`src/rtl/shell_pool.sv`:
```
// Projectile pool for one tank: allocates the lowest free slot on fire, enforces a
// re-fire cooldown and steps in-flight shells. Optional: SHELL_POOL_EDGE_RETIRE_EN.
module shell_pool #(
   parameter int NUM_SHELLS = 5,
   parameter int POS_W      = 6,
   parameter int X_MAX      = 39,
   parameter int Y_MAX      = 29,
   parameter int STEP_DIV   = 400000,
   parameter int COOLDOWN   = 0
) (
   input  logic                                             clk,
   input  logic                                             rst,
   input  logic                                             fire,
   input  logic                                             fire_en,
   input  logic [1:0]                                       direction,
   input  logic [POS_W-1:0]                                 tank_x,
   input  logic [POS_W-1:0]                                 tank_y,
   input  logic [NUM_SHELLS-1:0]                            vanish,
   output logic [NUM_SHELLS*POS_W-1:0]                      shell_x,
   output logic [NUM_SHELLS*POS_W-1:0]                      shell_y,
   output logic [NUM_SHELLS-1:0]                            shell_active,
   output logic                                             fire_ack,
   output logic [((NUM_SHELLS > 1) ? $clog2(NUM_SHELLS) : 1)-1:0] fire_idx
);

   localparam int IDX_W  = (NUM_SHELLS > 1) ? $clog2(NUM_SHELLS) : 1;
   localparam int STEP_W = (STEP_DIV > 1) ? $clog2(STEP_DIV) : 1;
   localparam int COOL_W = (COOLDOWN > 0) ? $clog2(COOLDOWN + 1) : 1;
   localparam logic [STEP_W-1:0] STEP_LAST = STEP_W'(STEP_DIV - 1);
   localparam logic [COOL_W-1:0] COOL_LOAD = COOL_W'(COOLDOWN);

   typedef enum logic {
      FREE = 1'b0,
      FLY  = 1'b1
   } slot_state_t;

   slot_state_t        state    [NUM_SHELLS];
   logic [STEP_W-1:0]  step_cnt [NUM_SHELLS];
   logic [1:0]         dir_q    [NUM_SHELLS];
   logic [POS_W-1:0]   pos_x    [NUM_SHELLS];
   logic [POS_W-1:0]   pos_y    [NUM_SHELLS];
   logic [POS_W-1:0]   step_x   [NUM_SHELLS];
   logic [POS_W-1:0]   step_y   [NUM_SHELLS];
   logic [COOL_W-1:0]  cool_cnt;
   logic               any_free;
   logic [IDX_W-1:0]   free_idx;
   logic               accept;

   // Lowest-index free slot, judged on the state at the start of the cycle
   always_comb begin
      any_free = 1'b0;
      free_idx = '0;
      for (int k = NUM_SHELLS - 1; k >= 0; k--) begin
         if (state[k] == FREE) begin
            any_free = 1'b1;
            free_idx = IDX_W'(k);
         end
      end
   end

   assign accept = fire & fire_en & (cool_cnt == '0) & any_free;

   always_comb begin
      for (int k = 0; k < NUM_SHELLS; k++) begin
         step_x[k] = pos_x[k];
         step_y[k] = pos_y[k];
         case (dir_q[k])
            2'd0:    step_y[k] = pos_y[k] - POS_W'(1);
            2'd1:    step_y[k] = pos_y[k] + POS_W'(1);
            2'd2:    step_x[k] = pos_x[k] - POS_W'(1);
            default: step_x[k] = pos_x[k] + POS_W'(1);
         endcase
      end
   end

`ifdef SHELL_POOL_EDGE_RETIRE_EN
   logic [NUM_SHELLS-1:0] off_grid;

   always_comb begin
      for (int k = 0; k < NUM_SHELLS; k++) begin
         case (dir_q[k])
            2'd0:    off_grid[k] = (pos_y[k] == '0);
            2'd1:    off_grid[k] = (pos_y[k] == POS_W'(Y_MAX));
            2'd2:    off_grid[k] = (pos_x[k] == '0);
            default: off_grid[k] = (pos_x[k] == POS_W'(X_MAX));
         endcase
      end
   end
`endif

   // Per-slot FREE/FLY machine; vanish outranks a step landing on the same edge
   always_ff @(posedge clk) begin
      if (rst) begin
         for (int k = 0; k < NUM_SHELLS; k++) begin
            state[k]    <= FREE;
            step_cnt[k] <= '0;
            dir_q[k]    <= 2'd0;
            pos_x[k]    <= '0;
            pos_y[k]    <= '0;
         end
         cool_cnt <= '0;
         fire_ack <= 1'b0;
         fire_idx <= '0;
      end else begin
         fire_ack <= accept;
         if (accept) begin
            fire_idx <= free_idx;
            cool_cnt <= COOL_LOAD;
         end else if (cool_cnt != '0) begin
            cool_cnt <= cool_cnt - 1'b1;
         end

         for (int k = 0; k < NUM_SHELLS; k++) begin
            case (state[k])
               FREE: begin
                  step_cnt[k] <= '0;
                  pos_x[k]    <= tank_x;
                  pos_y[k]    <= tank_y;
                  if (accept && (free_idx == IDX_W'(k))) begin
                     state[k] <= FLY;
                     dir_q[k] <= direction;
                  end
               end
               FLY: begin
                  if (vanish[k]) begin
                     state[k]    <= FREE;
                     step_cnt[k] <= '0;
                  end else if (step_cnt[k] == STEP_LAST) begin
                     step_cnt[k] <= '0;
`ifdef SHELL_POOL_EDGE_RETIRE_EN
                     if (off_grid[k]) begin
                        state[k] <= FREE;
                     end else begin
                        pos_x[k] <= step_x[k];
                        pos_y[k] <= step_y[k];
                     end
`else
                     pos_x[k] <= step_x[k];
                     pos_y[k] <= step_y[k];
`endif
                  end else begin
                     step_cnt[k] <= step_cnt[k] + 1'b1;
                  end
               end
               default: state[k] <= FREE;
            endcase
         end
      end
   end

   for (genvar k = 0; k < NUM_SHELLS; k++) begin : g_out
      assign shell_x[k*POS_W +: POS_W] = pos_x[k];
      assign shell_y[k*POS_W +: POS_W] = pos_y[k];
      assign shell_active[k]           = (state[k] == FLY);
   end

endmodule
```
`config.mk`:
```
export PLATFORM = sky130hd
export DESIGN_NAME = shell_pool
export DESIGN_NICKNAME = d
export VERILOG_FILES = /design/src/rtl/shell_pool.sv
export SDC_FILE = /design/constraint.sdc
export NUM_CORES = 1
export LEC_CHECK = 0
export ABC_AREA = 1
export CORE_MARGIN = 1.5
export CORE_UTILIZATION = 25
export CTS_BUF_LIST = sky130_fd_sc_hd__clkbuf_8
export DETAILED_ROUTE_END_ITERATION = 8
export GPL_TIMING_DRIVEN = 1
export PLACE_DENSITY = 0.43
export SYNTH_ARGS = -nofsm -noshare
export SYNTH_HDL_FRONTEND = slang
export SYNTH_SLANG_ARGS = --single-unit
```
`constraint.sdc`:
```
create_clock -name clk -period 3.1 [get_ports clk]
set_input_delay 0.62 -clock clk [delete_from_list [all_inputs] [get_ports clk]]
set_output_delay 0.62 -clock clk [all_outputs]
set_load 0.005 [all_outputs]
```
* After elaboration in Yosys (flattened, before gate mapping)
Memory sizes are Yosys's and may differ from the RTL's. Index checks and enable logic that the tools add are counted.
Word-level totals: output and inout bits 69, latch bits 0, register bits after elaboration 5, memory bits (read-only) 0, bits in writable memories 170, memories 5
Memory list:
- step_cnt | words 5, bits a word 19, read ports 5, clocked after memory_dff 0, write ports 5, RTL line 38 | logic [STEP_W-1:0] step_cnt [NUM_SHELLS];
- pos_x | words 5, bits a word 6, read ports 5, clocked after memory_dff 0, write ports 5, RTL line 40 | logic [POS_W-1:0] pos_x [NUM_SHELLS];
- pos_y | words 5, bits a word 6, read ports 5, clocked after memory_dff 0, write ports 5, RTL line 41 | logic [POS_W-1:0] pos_y [NUM_SHELLS];
- dir_q | words 5, bits a word 2, read ports 5, clocked after memory_dff 0, write ports 5, RTL line 39 | logic [1:0] dir_q [NUM_SHELLS];
- state | words 5, bits a word 1, read ports 5, clocked after memory_dff 0, write ports 5, RTL line 37 | slot_state_t state [NUM_SHELLS];
Cells by class: $lt $le $gt $ge 0, shifts and indexed selects 0, bitwise gates (word level) 59, reduce and logical (&&, ||, !) cells 17, add/subtract/negate cells 26, multiplexer cells 181, equality and inequality tests 19, multipliers 0, div/mod/pow operators 0
Operators by type and width (number):
- two-way mux 19 bit | 20
- two-way mux 1 bit | 121
- two-way mux 6 bit | 20
- one-hot mux 6 bit (2 select lines) | 10
- adder 19 x 1 -> 19 bit, second input constant | 5
- equality test 19 bit, second input constant | 5
- adder 6 x 1 -> 6 bit, second input constant | 10
- subtractor 6 x 1 -> 6 bit, second input constant | 10
- bitwise OR 1 bit | 55
- two-way mux 3 bit | 5
- equality test 2 x 1 -> 1 bit, second input constant | 5
- equality test 2 bit, second input constant | 5
- zero test 2 bit | 5
- two-way mux 2 bit | 5
- OR reduction 2 bit | 5
- equality test 3 x 2 -> 1 bit, second input constant | 2
- logical AND 1 bit | 5
- bitwise AND 1 bit | 3
- equality test 3 x 1 -> 1 bit, second input constant | 1
- equality test 3 bit, second input constant | 1
- zero test 3 bit | 1
- OR reduction 3 bit | 1
- NOT 1 bit | 1
- subtractor 1 bit, second input constant | 1

* Logic depth before layout (Yosys ltp)
Gate-level depths: netlist of run 1.
depth after elaboration 13, mapped depth 14, gate-level depth less buffers 14

* Worst setup path before layout of run 1
OpenSTA, ideal clock, no wires.
path type input to register, start input port rst, end memory pos_y[4][0], enable pin, arrival time 1.917 ns, cell stages on the path 7, setup time 0.377 ns, path buffers 2, path slack 0.806 ns, path through buf_4 nor2_1 inv_1 nor2_1 nand3_2 buf_2 o21ai_0
RTL lines:
- start, declared | RTL line 12 | input logic rst,
- end, declared | RTL line 41

==> out/metrics.sh, run 1 <==
FLOORPLAN.ROWS=80
GRT_PASS1_WL_MM=53.4
SYNTH.FF_LATCH_COUNT=175
CTS_BUFFER_DEPTH=2
SETUP.REG_TO_REG.WORST_SLACK_PS=810
POWER.STATIC_LEAKAGE_nW=6.41
CORE_AREA_MM2=0.0475
RUN_STATUS='complete, no violations'
CRITICAL_PATH.CELL_CHAIN='clkdlybuf4s50_1'
DRV.MAX_CAP_VIOLATION_COUNT=0
WORST_PATH_MAX_DELAY_CELL='sky130_fd_sc_hd__clkdlybuf4s50_1'
GRT_UTIL_MET1=0.191
AVGROUTEDWIREPERCELL_UM=14.1
IRDROPWORSTVDD_mV=0.211
WORST_PIN_SLEW_PS=588
DIE-WIDTH_UM=222
GRT.MET3_USAGE=0.0256
FINAL_PERIOD_MINUS_WORST_SETUP_SLACK_PS=2380
FINALSETUPTNS_PS=0
GRT_MAX_DEGREE=46
PLACE.DETAILED.HPWL_MM=25.8
TRITONCTS='built'
SYNTHARSTFLOPSHARE=0
DRIVE_GT1_FRAC=0.0550
CRITICAL_PATH.ENDPOINT_TYPE='output port'
WORSTHOLDPATHCELLS=2
BUFFER_PORTS.INSERTED=91
YS_WARN_COUNT=0
GP_CONGESTION=0.828
SYNTH.LIB_CELLS_USED.DISTINCT=43
TIMING_HOLD_VIOLATIONS_FINAL=0
SYNTH_AREA_MM2=0.0120
CLKLATENCYLATEPIN_PS=490
DRTANTENNAVIOLNETS=0
MIN_DELAY_WORST_ENDPOINT='fire_idx[2]$_SDFFE_PP0N_'
CTSHTREEMAXLEVEL=4
FINALSETUPVIOLATIONS=0
FINALWIRELENGTH_MM=33.0
YS_SEQ_AREA_FRAC=0.433
ROUTE.VIAS.TOTAL=10154
REGTOREGENDPOINT='pos_y[1][1]$_SDFFCE_PN0P_'
GRT_UTIL_MET2=0.217
SLEW_HEADROOM=0.607
DRTPASS1ITERATIONS=5
DESIGN.DIE.AREA_MM2=0.0493
POWER_DENSITY_mW_PER_MM2=429
SYNTHTOLAYOUTAREAGROWTH_PCT=20.4
POST_DRT_VIA_CELL_RATIO=4.33
LAYOUT_WORST_PATH_CYCLE_SHARE=0.767
CLK_PIN_SLEW_PS=100
SYN_INST=1522
FIN_SKEW_PS=15.1
CTS_BUFFERS=17
FINALMAXSLEWVIOLATIONS=0
CRITICALPATHCATEGORY='reg -> out'
TIMING.RR.START='step_cnt[1][0]$_SDFFCE_PN0P_'
POST-CTS-SETUP-BUFFERS=0
MAX_CLOCK_FREQ_GHz=0.421
SYN_AVG_CELL_AREA_UM2=7.89
TIMING.CRITICAL_PATH.BUF_INV=1
MIN_FROM='fire_idx[2]$_SDFFE_PP0N_'
GRT_UTIL_ALL_LAYERS=0.138
GLOBAL_ROUTE.PEAK_USAGE_LAYER='met2'
FF2FF_PATH_DEPTH=9
TOP_LEVEL_PORTS=92
CRITICAL_PATH.STARTPOINT_TYPE='register'
SYNTH_TOP_FLOP_CELL='sky130_fd_sc_hd__edfxtp_1'
TIMING.CRITICAL_PATH.FANOUT_MAX=8
POST_SYNTH_EDFFS=169
GRT_SETUP_UNREPAIRED='no'
DESIGN.FINAL.NETS=1792
CP_TOP_FAMILY='buffers and inverters'
FIRST_ITER_VIOLATIONS=761
MIN-DELAY-PATH-CLASS='reg -> reg'
CTS_SINKS=175
DRC_ERRORS=0
NUMBER_OF_ANTENNA_VIOLATIONS_AT_THE_FIRST_CHECK_IN_GLOBAL_ROUTING=1
INITIAL_CORE_UTILIZATION=0.252
CPPEAKSTAGEDELAY_PS=700
WORSTPATHARRIVAL_PS=1760
WORST-ENDPOINT-REQUIRED_PS=2480
ROOT_BUFFER='sky130_fd_sc_hd__clkbuf_8'
TOTAL_POWER_mW=6.20
CTS.HOLD.BUFFERS_ADDED=0
CTS_REPAIR_RESIZE_COUNT=0
DIE-HEIGHT_UM=222
HOLD_SLACK_FINAL_PS=532
FIRST_GLOBAL_VIAS=9785
OVERFLOW=0
==> layout make-up <==
class	instances	area, µm²
fillers	5090	33100
multi-input cells	1155	5980
flip-flops and latches	175	5190
repair buffers	114	1110
inverters	251	943
well taps	615	769
clock buffers	19	262
clock inverters	13	195
diodes	1	2.50
==> cells in the final DEF, fill, tap and decap left out, drive strengths merged <==
cell	count
nand2	375
inv	252
nor2	182
edfxtp	169
conb	96
clkdlybuf4s50	91
nand3	90
o21ai	70
nor3	62
nand4	57
a21oi	55
xor2	46
ha	45
buf	23
xnor2	21
clkbuf	19
nor3b	11
a31oi	11
fa	10
or2	10
dfxtp	6
bufinv	5
clkinv	4
nand3b	3
and2	3
clkinvlp	3
o21a	2
a21boi	2
diode	1
o21bai	1
a21o	1
nor4	1
o31ai	1
==> metrics by stage <==
stage               instances   util  setup WS, ps  cell area, µm²
finish                   2343  0.304           723           14500
global route             2343  0.304           616           14500
CTS                      2342  0.304           662           14500
detailed placement       2310  0.294           393           14000
global placement         2310  0.294           392           14000
floorplan                1616      -           806           12400
==> layer usage <==
metal	share of wire	up-vias
li1	-	5264
met1	0.49	4641
met2	0.44	214
met3	0.045	35
met4	0.019	0
met5	0	-
==> sequential cells by signal (all words and copies together) (netlist names) <==
signal,cells
cool_cnt,1
dir_q,10
fire_ack,1
fire_idx,3
pos_x,30
pos_y,30
state,5
step_cnt,95
==> worst max path at each step <==
stage / from / to / slack (ps) / depth (start not counted)
global route: state[2]$_SDFFCE_PP0P_ / shell_active[2] / 620 / 1
finish: state[1]$_SDFFCE_PP0P_ / shell_active[1] / 720 / 1
detailed placement: rst / pos_y[1][3]$_SDFFCE_PN0P_ / 390 / 7
CTS: state[2]$_SDFFCE_PP0P_ / shell_active[2] / 660 / 1
global placement: rst / pos_x[1][2]$_SDFFCE_PN0P_ / 390 / 7
floorplan: rst / pos_y[4][0]$_DFFE_PP_ / 810 / 7
==> cell usage after synthesis, types with 2 or more instances <==
| cell type | instances | area, µm² |
|---|---|---|
| sky130_fd_sc_hd__ha_1 | 45 | 563 |
| sky130_fd_sc_hd__or2_2 | 9 | 56.3 |
| sky130_fd_sc_hd__fa_1 | 10 | 200 |
| sky130_fd_sc_hd__o21a_1 | 2 | 15.0 |
| sky130_fd_sc_hd__inv_2 | 3 | 11.3 |
| sky130_fd_sc_hd__buf_6 | 7 | 78.8 |
| sky130_fd_sc_hd__and2_1 | 3 | 18.8 |
| sky130_fd_sc_hd__edfxtp_1 | 169 | 5070 |
| sky130_fd_sc_hd__o21ai_0 | 70 | 350 |
| sky130_fd_sc_hd__conb_1 | 2 | 7.51 |
| sky130_fd_sc_hd__nand3_4 | 2 | 35.0 |
| sky130_fd_sc_hd__inv_1 | 247 | 927 |
| sky130_fd_sc_hd__nor2_1 | 176 | 661 |
| sky130_fd_sc_hd__buf_1 | 2 | 7.51 |
| sky130_fd_sc_hd__a21oi_1 | 55 | 275 |
| sky130_fd_sc_hd__nor3_2 | 2 | 20.0 |
| sky130_fd_sc_hd__nand4_1 | 57 | 357 |
| sky130_fd_sc_hd__a31oi_1 | 11 | 68.8 |
| sky130_fd_sc_hd__dfxtp_1 | 6 | 120 |
| sky130_fd_sc_hd__clkbuf_1 | 7 | 26.3 |
| sky130_fd_sc_hd__nand2_2 | 13 | 81.3 |
| sky130_fd_sc_hd__nand3b_1 | 3 | 22.5 |
| sky130_fd_sc_hd__nand3_1 | 84 | 420 |
| sky130_fd_sc_hd__buf_4 | 7 | 52.6 |
| sky130_fd_sc_hd__xnor2_1 | 21 | 184 |
| sky130_fd_sc_hd__nand2_1 | 361 | 1360 |
| sky130_fd_sc_hd__xor2_1 | 46 | 403 |
| sky130_fd_sc_hd__nor3b_1 | 11 | 82.6 |
| sky130_fd_sc_hd__nor3_1 | 60 | 300 |
| sky130_fd_sc_hd__buf_2 | 11 | 55.1 |
| sky130_fd_sc_hd__nand3_2 | 4 | 40.0 |
| sky130_fd_sc_hd__nor2_2 | 5 | 31.3 |
==> cell families after synthesis <==
group | share of synthesized area
other | 0.000626
flip-flops | 0.433
AND/OR/NAND/NOR | 0.293
AO/OA/AOI/OAI | 0.0625
buffers and inverters | 0.0986
adder cells (fa/ha/maj) | 0.0636
XOR/XNOR | 0.0489
==> report_power, final <==
part / internal [mW] / switching (mW) / leakage (nW)
Sequential: 2.81 / 0.209 / 1.80
Combinational: 0.575 / 0.729 / 4.38
Clock: 0.992 / 0.887 / 0.230
Total: 4.38 / 1.82 / 6.41
Note: power is estimated with default switching activity, not from simulation.
==> run 2, diff against run 1 <==
--- a/config.mk
+++ b/config.mk
@@ -11,7 +11,7 @@
 export CTS_BUF_LIST = sky130_fd_sc_hd__clkbuf_8
 export DETAILED_ROUTE_END_ITERATION = 8
 export GPL_TIMING_DRIVEN = 1
-export PLACE_DENSITY = 0.43
+export PLACE_DENSITY = 0.44
 export SYNTH_ARGS = -nofsm -noshare
 export SYNTH_HDL_FRONTEND = slang
 export SYNTH_SLANG_ARGS = --single-unit
==> constraint.sdc (replaced) <==
create_clock -name clk -period 2 [get_ports clk]
set_input_delay 0.4 -clock clk [delete_from_list [all_inputs] [get_ports clk]]
set_output_delay 0.4 -clock clk [all_outputs]
set_load 0.005 [all_outputs]
==> run 2 against run 1 <==
The flow now finishes with violations (setup timing). Core utilization grew 4.8 points. Total power grew 65%. Wire length grew 10%. Clock power grew 44%. Via count grew 7.6%. Flip-flop and latch count is the same. Critical path type is now reg -> reg. Critical endpoint is now pos_x[2][5]$_SDFFCE_PN0P_. Largest cell class unchanged. Largest power group unchanged.
==> out/metrics.sh, run 2 (synthesis gave the netlist of run 1 again) <==
FIRST_GLOBAL_VIAS=10395  # +6.2%
MAX_CLOCK_FREQ_GHz=0.497
CRITICAL_PATH.ENDPOINT_TYPE='register'
INSTANCES_NO_FILL=2513  # +7.3%
DIE-HEIGHT_UM=222  # unchanged
MIN_FROM='fire_idx[2]$_SDFFE_PP0N_'
DRIVE_GT1_FRAC=0.231  # +0.176
CTS_BUFFERS=17  # unchanged
RUN_STATUS='finished with violations'
GP_CONGESTION=0.852  # +2.9%
FINALWIRELENGTH_MM=36.4  # +10%
TIMING.CRITICAL_PATH.FANOUT_MAX=4  # -4
CPPEAKSTAGEDELAY_PS=440  # -260 ps
FINALSETUPVIOLATIONS=1  # +1
DRC_ERRORS=0  # unchanged
MAX_FFS_PER_REGISTER=95  # unchanged
FINALSETUPTNS_PS=-10.5  # -10.5 ps
DESIGN.FINAL.NETS=1962  # +9.5%
FINAL_CORE_UTILIZATION=0.352  # +0.0485
TOP_LEVEL_PORTS=92  # unchanged
WORST_PATH_MAX_DELAY_CELL='sky130_fd_sc_hd__edfxtp_1'
TIMING_HOLD_VIOLATIONS_FINAL=0  # unchanged
FINALMAXSLEWVIOLATIONS=0  # unchanged
FIN_SKEW_PS=15.4  # +0.253 ps
MIN-DELAY-PATH-CLASS='reg -> reg'
CLK_PIN_SLEW_PS=100  # about the same
SETUP.REG_TO_REG.WORST_SLACK_PS=-10  # -820 ps
ROUTE.VIAS.TOTAL=10923  # +7.6%
ROOT_BUFFER='sky130_fd_sc_hd__clkbuf_8'
POWER_DENSITY_mW_PER_MM2=610  # +42%
GRT_MAX_DEGREE=23  # -50%
GRT_PASS1_WL_MM=56.1  # +4.9%
DRV.MAX_CAP_VIOLATION_COUNT=0  # unchanged
FF2FF_PATH_DEPTH=12  # +3
CORE_AREA_MM2=0.0475  # unchanged
DRTANTENNAVIOLNETS=0  # unchanged
CLKLATENCYLATEPIN_PS=500  # about the same
BIGGEST_REGISTERS_AFTER_LAYOUT='step_cnt: 95 flops, pos_x: 30 flops, pos_y: 30 flops'
MOSTFREQUENTLAYOUTCELLS='sky130_fd_sc_hd__nand2_1, sky130_fd_sc_hd__inv_1, sky130_fd_sc_hd__buf_4, sky130_fd_sc_hd__edfxtp_1, sky130_fd_sc_hd__nor2_1'
FINAL_SETUP_SLACK_OF_THE_WORST_PATH_PS=-10.5  # -734 ps
OVERFLOW=0  # unchanged
DIE-WIDTH_UM=222  # unchanged
CTS.HOLD.BUFFERS_ADDED=0  # unchanged
LAYOUT_WORST_PATH_CYCLE_SHARE=1.01
CRITICAL_PATH.CELL_CHAIN='nand2_2 -> clkinvlp_4 -> ha_4 -> nand2_2 -> inv_2 -> nand4_1 -> nand4_1 -> nand2_1 -> nand3_1 -> nand2_1 -> nand2_1 -> inv_1'
TOP_REGISTER='step_cnt'
CRITICALPATHCATEGORY='reg -> reg'
PLACED_CELLS_INCL_TAPS=2442  # +5.7%
INITIAL_CORE_UTILIZATION=0.252  # unchanged
FINAL_PERIOD_MINUS_WORST_SETUP_SLACK_PS=2010
TIMING.RR.START='dir_q[0][5]$_DFFE_PP_'
CTS_SINKS=175  # unchanged
CRITICAL_PATH.STARTPOINT_TYPE='register'
DESIGN.DIE.AREA_MM2=0.0493  # unchanged
IRDROPWORSTVDD_mV=0.460  # +120%
PLACE.DETAILED.HPWL_MM=27.2  # +5.5%
POST_DRT_VIA_CELL_RATIO=4.35  # +0.30%
WORSTHOLDPATHCELLS=2  # unchanged
WORST-ENDPOINT-REQUIRED_PS=2270  # -210 ps
FAILING_CHECKS='setup timing'
CTS_BUFFER_DEPTH=2  # unchanged
REGTOREGENDPOINT='pos_x[2][5]$_SDFFCE_PN0P_'
FLOORPLAN.ROWS=80  # unchanged
BUFFER_PORTS.INSERTED=91  # unchanged
TRITONCTS='built'
SLEW_HEADROOM=0.645  # +0.0382
CTSHTREEMAXLEVEL=4  # unchanged
FIRST_ITER_VIOLATIONS=646  # -15%
WORST_PIN_SLEW_PS=531  # -56.8 ps
NUMBER_OF_ANTENNA_VIOLATIONS_AT_THE_FIRST_CHECK_IN_GLOBAL_ROUTING=1  # unchanged
GRT_SETUP_UNREPAIRED='yes'
AVGROUTEDWIREPERCELL_UM=14.5  # +2.8%
SYNTHTOLAYOUTAREAGROWTH_PCT=39.6
GRT_UTIL_ALL_LAYERS=0.145  # +0.00648
DRTPASS1ITERATIONS=5  # unchanged
CRIT_TOP_CELL='sky130_fd_sc_hd__nand2_1'
FILLCELLCOUNT=5008  # -1.6%
POWER.STATIC_LEAKAGE_nW=7.38  # +15%
MOST_FREQUENT_STANDARD_CELL_IN_THE_LAYOUT_EXCLUDING_FILL_AND_TAP_CELLS='sky130_fd_sc_hd__nand2_1'
WORSTPATHARRIVAL_PS=2280  # +520 ps
MIN_DELAY_WORST_ENDPOINT='fire_idx[2]$_SDFFE_PP0N_'
run 2: cell count changes in the layout (fill, tap and decap cells not counted), moves of 10 or more:
cell	previous run	this run
sky130_fd_sc_hd__nand2_4	1	29
sky130_fd_sc_hd__inv_2	3	40
sky130_fd_sc_hd__o21ai_0	70	45
sky130_fd_sc_hd__ha_4	0	23
sky130_fd_sc_hd__buf_4	21	169
sky130_fd_sc_hd__ha_1	45	17
sky130_fd_sc_hd__o21ai_1	0	19
sky130_fd_sc_hd__nor2_1	176	163
sky130_fd_sc_hd__nand2_2	13	37
sky130_fd_sc_hd__buf_6	0	10
sky130_fd_sc_hd__inv_1	249	207
sky130_fd_sc_hd__nand2_1	361	309
run 2: routing by layer:
| metal | global-route usage | share of wire | vias up |
|---|---|---|---|
| li1 | - | - | 5613 |
| met1 | 0.195 | 0.48 | 5087 |
| met2 | 0.236 | 0.47 | 186 |
| met3 | 0.0245 | 0.037 | 37 |
| met4 | 0.0449 | 0.019 | 0 |
| met5 | 0 | 0 | - |
run 2: through the flow:
step	area, µm²	setup WS, ps	hold slack (ps)	total power, mW
floorplan	12400	-104	458	5.94
global route	16800	-88.2	530	10.8
finish	16800	-10.5	505	10.2
CTS	15600	0.240	529	9.89
detailed placement	15000	-523	511	7.04
global placement	15000	-572	515	7.03
run 2: report_power, final:
group	internal, mW	switching [mW]	total [mW]
combinational	1.41	1.49	2.89
sequential	4.36	0.277	4.63
clock	1.26	1.44	2.71
run 2: area by class of cell:
| type | instances | area (µm²) | area share |
|---|---|---|---|
| well taps | 615 | 769 | 0.0459 |
| clock buffers | 18 | 248 | 0.0148 |
| clock inverters | 14 | 165 | 0.00986 |
| multi-input cells | 1155 | 6810 | 0.407 |
| flip-flops and latches | 175 | 5190 | 0.310 |
| diodes | 1 | 2.50 | 0.000149 |
| repair buffers | 284 | 2610 | 0.156 |
| inverters | 251 | 955 | 0.0570 |
run 2: what timing repair did:
item                       in CTS  in global routing
pin swaps                       2                 39
gates resized for setup        34                221
setup endpoints to repair      90                153
gates cloned                    1                  9
setup buffers                   7                 21
run 2: worst max-delay path, delay by kind of cell, from the launching register on:
| kind | cells | cell delay, ps |
|---|---|---|
| simple gates | 8 | 720 |
| flops | 1 | 440 |
| fa+ha+maj | 1 | 340 |
| buf+inv | 3 | 290 |
run 2: how the worst max path moves through the flow:
stage                                            start                        end  slack, ps  depth (start not counted)
final                            dir_q[0][5]$_DFFE_PP_  pos_x[2][5]$_SDFFCE_PN0P_        -10                         12
after global routing             dir_q[0][5]$_DFFE_PP_  pos_x[2][5]$_SDFFCE_PN0P_        -90                         12
after CTS                        dir_q[0][1]$_DFFE_PP_  pos_x[0][5]$_SDFFCE_PN0P_        0.2                         13
after detailed placement                           rst      pos_y[4][3]$_DFFE_PP_       -520                         12
after global placement                             rst      pos_y[4][2]$_DFFE_PP_       -570                          9
after floorplan           step_cnt[4][0]$_SDFFCE_PN0P_      pos_x[4][0]$_DFFE_PP_       -100                          8
==> run 3, diff against run 2 <==
--- a/config.mk
+++ b/config.mk
@@ -12,6 +12,7 @@
 export DETAILED_ROUTE_END_ITERATION = 8
 export GPL_TIMING_DRIVEN = 1
 export PLACE_DENSITY = 0.44
+export SETUP_SLACK_MARGIN = 0.3
 export SYNTH_ARGS = -nofsm -noshare
 export SYNTH_HDL_FRONTEND = slang
 export SYNTH_SLANG_ARGS = --single-unit
==> run 3 against run 2 <==
The run still ends with setup timing left. Sequential power is essentially flat. Clock skew grew 4.4 ps. Via count grew 6.3%. Core utilization grew 3.7 points. Register-to-register slack is essentially flat. Cell count grew 4.5%. Critical endpoint is now pos_x[0][4]$_SDFFCE_PN0P_. Highest routed layer unchanged.
==> out/metrics.sh, run 3 (synthesis gave the netlist of run 1 again) <==
CPPEAKSTAGEDELAY_PS=410  # -30 ps
DRV.MAX_CAP_VIOLATION_COUNT=0  # unchanged
BUFFER_PORTS.INSERTED=91  # unchanged
POST_DRT_VIA_CELL_RATIO=4.42  # +1.7%
TIMING.CRITICAL_PATH.FANOUT_MAX=5  # +1
CRITICALPATHCATEGORY='reg -> reg'
MAX_FFS_PER_REGISTER=95  # unchanged
MOST_FREQUENT_STANDARD_CELL_IN_THE_LAYOUT_EXCLUDING_FILL_AND_TAP_CELLS='sky130_fd_sc_hd__nand2_1'
CRITICAL_PATH.STARTPOINT_TYPE='register'
NUMBER_OF_ANTENNA_VIOLATIONS_AT_THE_FIRST_CHECK_IN_GLOBAL_ROUTING=0  # -1
TIMING_HOLD_VIOLATIONS_FINAL=0  # unchanged
GRT_UTIL_MET1=0.203  # +0.00873
ANTENNA_CELLS_INSERTED=0  # -1
CLKLATENCYLATEPIN_PS=510  # about the same
FINALSETUPVIOLATIONS=5  # +4
DRTPASS1ITERATIONS=5  # unchanged
FINALMAXSLEWVIOLATIONS=0  # unchanged
DRTANTENNAVIOLNETS=0  # unchanged
ROUTE.VIAS.TOTAL=11607  # +6.3%
OVERFLOW=0  # unchanged
INSTANCES_NO_FILL=2627  # +4.5%
SLEW_HEADROOM=0.629  # -0.0154
PLACED_CELLS_INCL_TAPS=2458  # +0.66%
TOTAL_POWER_mW=10.8  # +5.3%
DESIGN.FINAL.NETS=2078  # +5.9%
FINAL_SETUP_SLACK_OF_THE_WORST_PATH_PS=-14.9  # -4.41 ps
CRITICAL_PATH.ENDPOINT_TYPE='register'
TIMING.RR.START='step_cnt[0][0]$_SDFFCE_PN0P_'
CRIT_PATH_START='step_cnt[0][0]$_SDFFCE_PN0P_'
CTS_BUFFERS=17  # unchanged
AVGROUTEDWIREPERCELL_UM=14.6  # +0.73%
TOP_REGISTER='step_cnt'
CRIT_END='pos_x[0][4]$_SDFFCE_PN0P_'
DP_SLACK_PS=-458  # +64.9 ps
FLOORPLAN.ROWS=80  # unchanged
CTS_SINKS=175  # unchanged
FIRST_ITER_VIOLATIONS=627  # -2.9%
FIN_SKEW_PS=19.8  # +4.40 ps
PLACE.DETAILED.HPWL_MM=27.1  # about the same
DESIGN.DIE.AREA_MM2=0.0493  # unchanged
FINAL_CORE_UTILIZATION=0.389  # +0.0370
RUN_STATUS='finished with violations'
FINALWIRELENGTH_MM=38.3  # +5.3%
DRC_ERRORS=0  # unchanged
SYNTHTOLAYOUTAREAGROWTH_PCT=54.3
LAYOUT_WORST_PATH_CYCLE_SHARE=1.01  # +0.00220
MIN-DELAY-PATH-CLASS='reg -> reg'
CLK_PIN_SLEW_PS=90  # about the same
CTSHTREEMAXLEVEL=4  # unchanged
REGTOREGENDPOINT='pos_x[0][4]$_SDFFCE_PN0P_'
MULTI_INPUT_AREA_MM2=0.00733  # +7.5%
CP_TOP_FAMILY='simple AND/OR/NAND/NOR gates'
DIE-HEIGHT_UM=222  # unchanged
CTS.HOLD.BUFFERS_ADDED=0  # unchanged
POWER.STATIC_LEAKAGE_nW=8.48  # +15%
FF_LATCH_AREA_MM2=0.00521  # +0.24%
GLOBAL_ROUTE.PEAK_USAGE_LAYER='met2'
ROOT_BUFFER='sky130_fd_sc_hd__clkbuf_8'
TOP_LEVEL_PORTS=92  # unchanged
FILLCELLCOUNT=4865  # -2.9%
PATH_DEPTH=13  # +1
GRT_MAX_DEGREE=20  # -13%
DIE-WIDTH_UM=222  # unchanged
FIRST_GLOBAL_VIAS=10765  # +3.6%
GRT_UTIL_MET2=0.248  # +0.0117
CRITICAL_PATH.CELL_CHAIN='ha_2 -> nand2_2 -> nor2_4 -> nand2_2 -> nor2_4 -> nand3_4 -> nand2_2 -> nor2_4 -> nand3_4 -> buf_12 -> clkbuf_16 -> nand2_1 -> inv_1'
CTS_BUFFER_DEPTH=2  # unchanged
INITIAL_CORE_UTILIZATION=0.252  # unchanged
FINAL_PERIOD_MINUS_WORST_SETUP_SLACK_PS=2010  # +4.41 ps
POWER_DENSITY_mW_PER_MM2=582  # -4.7%
GRT_SETUP_UNREPAIRED='yes'
TRITONCTS='built'
GP_CONGESTION=0.867  # +1.8%
CORE_AREA_MM2=0.0475  # unchanged
GRT_PASS1_WL_MM=57.8  # +3.1%
TIMING.CRITICAL_PATH.BUF_INV=3  # unchanged
BIGGEST_REGISTERS_AFTER_LAYOUT='step_cnt: 95 flops, pos_x: 30 flops, pos_y: 30 flops'
IRDROPWORSTVDD_mV=0.376  # -18%
WORSTPATHARRIVAL_PS=2280  # about the same
GRT.MET3_USAGE=0.0197  # -0.00477
FAILING_CHECKS='setup timing'
WORST_PATH_MAX_DELAY_CELL='sky130_fd_sc_hd__edfxtp_1'
MAX_CLOCK_FREQ_GHz=0.496  # -0.22%
DRIVE_GT1_FRAC=0.330  # +0.0981
FF2FF_PATH_DEPTH=13  # +1
WORST_PIN_SLEW_PS=554  # +23.1 ps
SETUP.REG_TO_REG.WORST_SLACK_PS=-10  # about the same
GRT_UTIL_ALL_LAYERS=0.150  # +0.00572
WORST-ENDPOINT-REQUIRED_PS=2260  # about the same
MOSTFREQUENTLAYOUTCELLS='sky130_fd_sc_hd__nand2_1, sky130_fd_sc_hd__buf_4, sky130_fd_sc_hd__inv_1'
run 3: cell types whose count changed in the layout (fill, tap and decap cells not counted), sizes merged, moves of 5 or more:
cell and delta:
buf +126, clkdlybuf4s50 -64, dlygate4sd2 +31, clkdlybuf4s15 +11
dlymetal6s2s +10, clkinvlp -5
run 3: metrics by stage:
stage	cell area (µm²)	hold slack, ps	setup TNS, ps
after floorplan	12500	458	0
after global placement	15300	552	-52090
after detailed placement	15300	535	-56850
after CTS	16900	486	0
after global routing	18500	518	-4170
final	18500	521	-34.5
run 3: worst min-delay path by stage:
stage,startpoint,end,slack [ps],cells after the start
final,fire_idx[2]$_SDFFE_PP0N_,fire_idx[2]$_SDFFE_PP0N_,520,2
after global routing,rst,state[0]$_SDFFCE_PP0P_,520,3
after CTS,rst,state[0]$_SDFFCE_PP0P_,490,3
after detailed placement,fire_idx[2]$_SDFFE_PP0N_,fire_idx[2]$_SDFFE_PP0N_,530,2
after global placement,fire_idx[2]$_SDFFE_PP0N_,fire_idx[2]$_SDFFE_PP0N_,550,2
after floorplan,fire_idx[2]$_SDFFE_PP0N_,fire_idx[2]$_SDFFE_PP0N_,460,2
run 3: final cells by class:
cell class | count | share of cell area
Sequential cell | 175 | 0.281
Clock inverter | 14 | 0.0122
Timing Repair Buffer | 400 | 0.204
Tap cell | 615 | 0.0416
Inverter | 251 | 0.0524
Clock buffer | 17 | 0.0126
Multi-Input combinational cell | 1155 | 0.396
run 3: metal layers:
layer / vias up / part of all wire
li1: 5865 / -
met1: 5492 / 0.46
met2: 216 / 0.48
met3: 34 / 0.039
met4: 0 / 0.018
met5: - / 0
run 3: power breakdown:
| part | internal, mW | switching (mW) |
|---|---|---|
| Sequential | 4.35 | 0.250 |
| Clock | 1.59 | 1.43 |
| Combinational | 1.55 | 1.60 |
run 3: timing repair:
action / 4_1_cts / 5_1_grt
cloned: 7 / 8
buffers inserted: 76 / 47
pin swaps: 28 / 62
endpoints found under the setup margin: 247 / 243
gates resized for setup: 235 / 308
hold endpoints to repair: 0 / 0
run 3: worst reg2reg max path, delay by kind of cell, from the launching register on:
kind	cells	cell delay [ps]
adders and majority gates	1	210
buffers and inverters	3	360
DFF	1	410
and+or+nand+nor	9	790
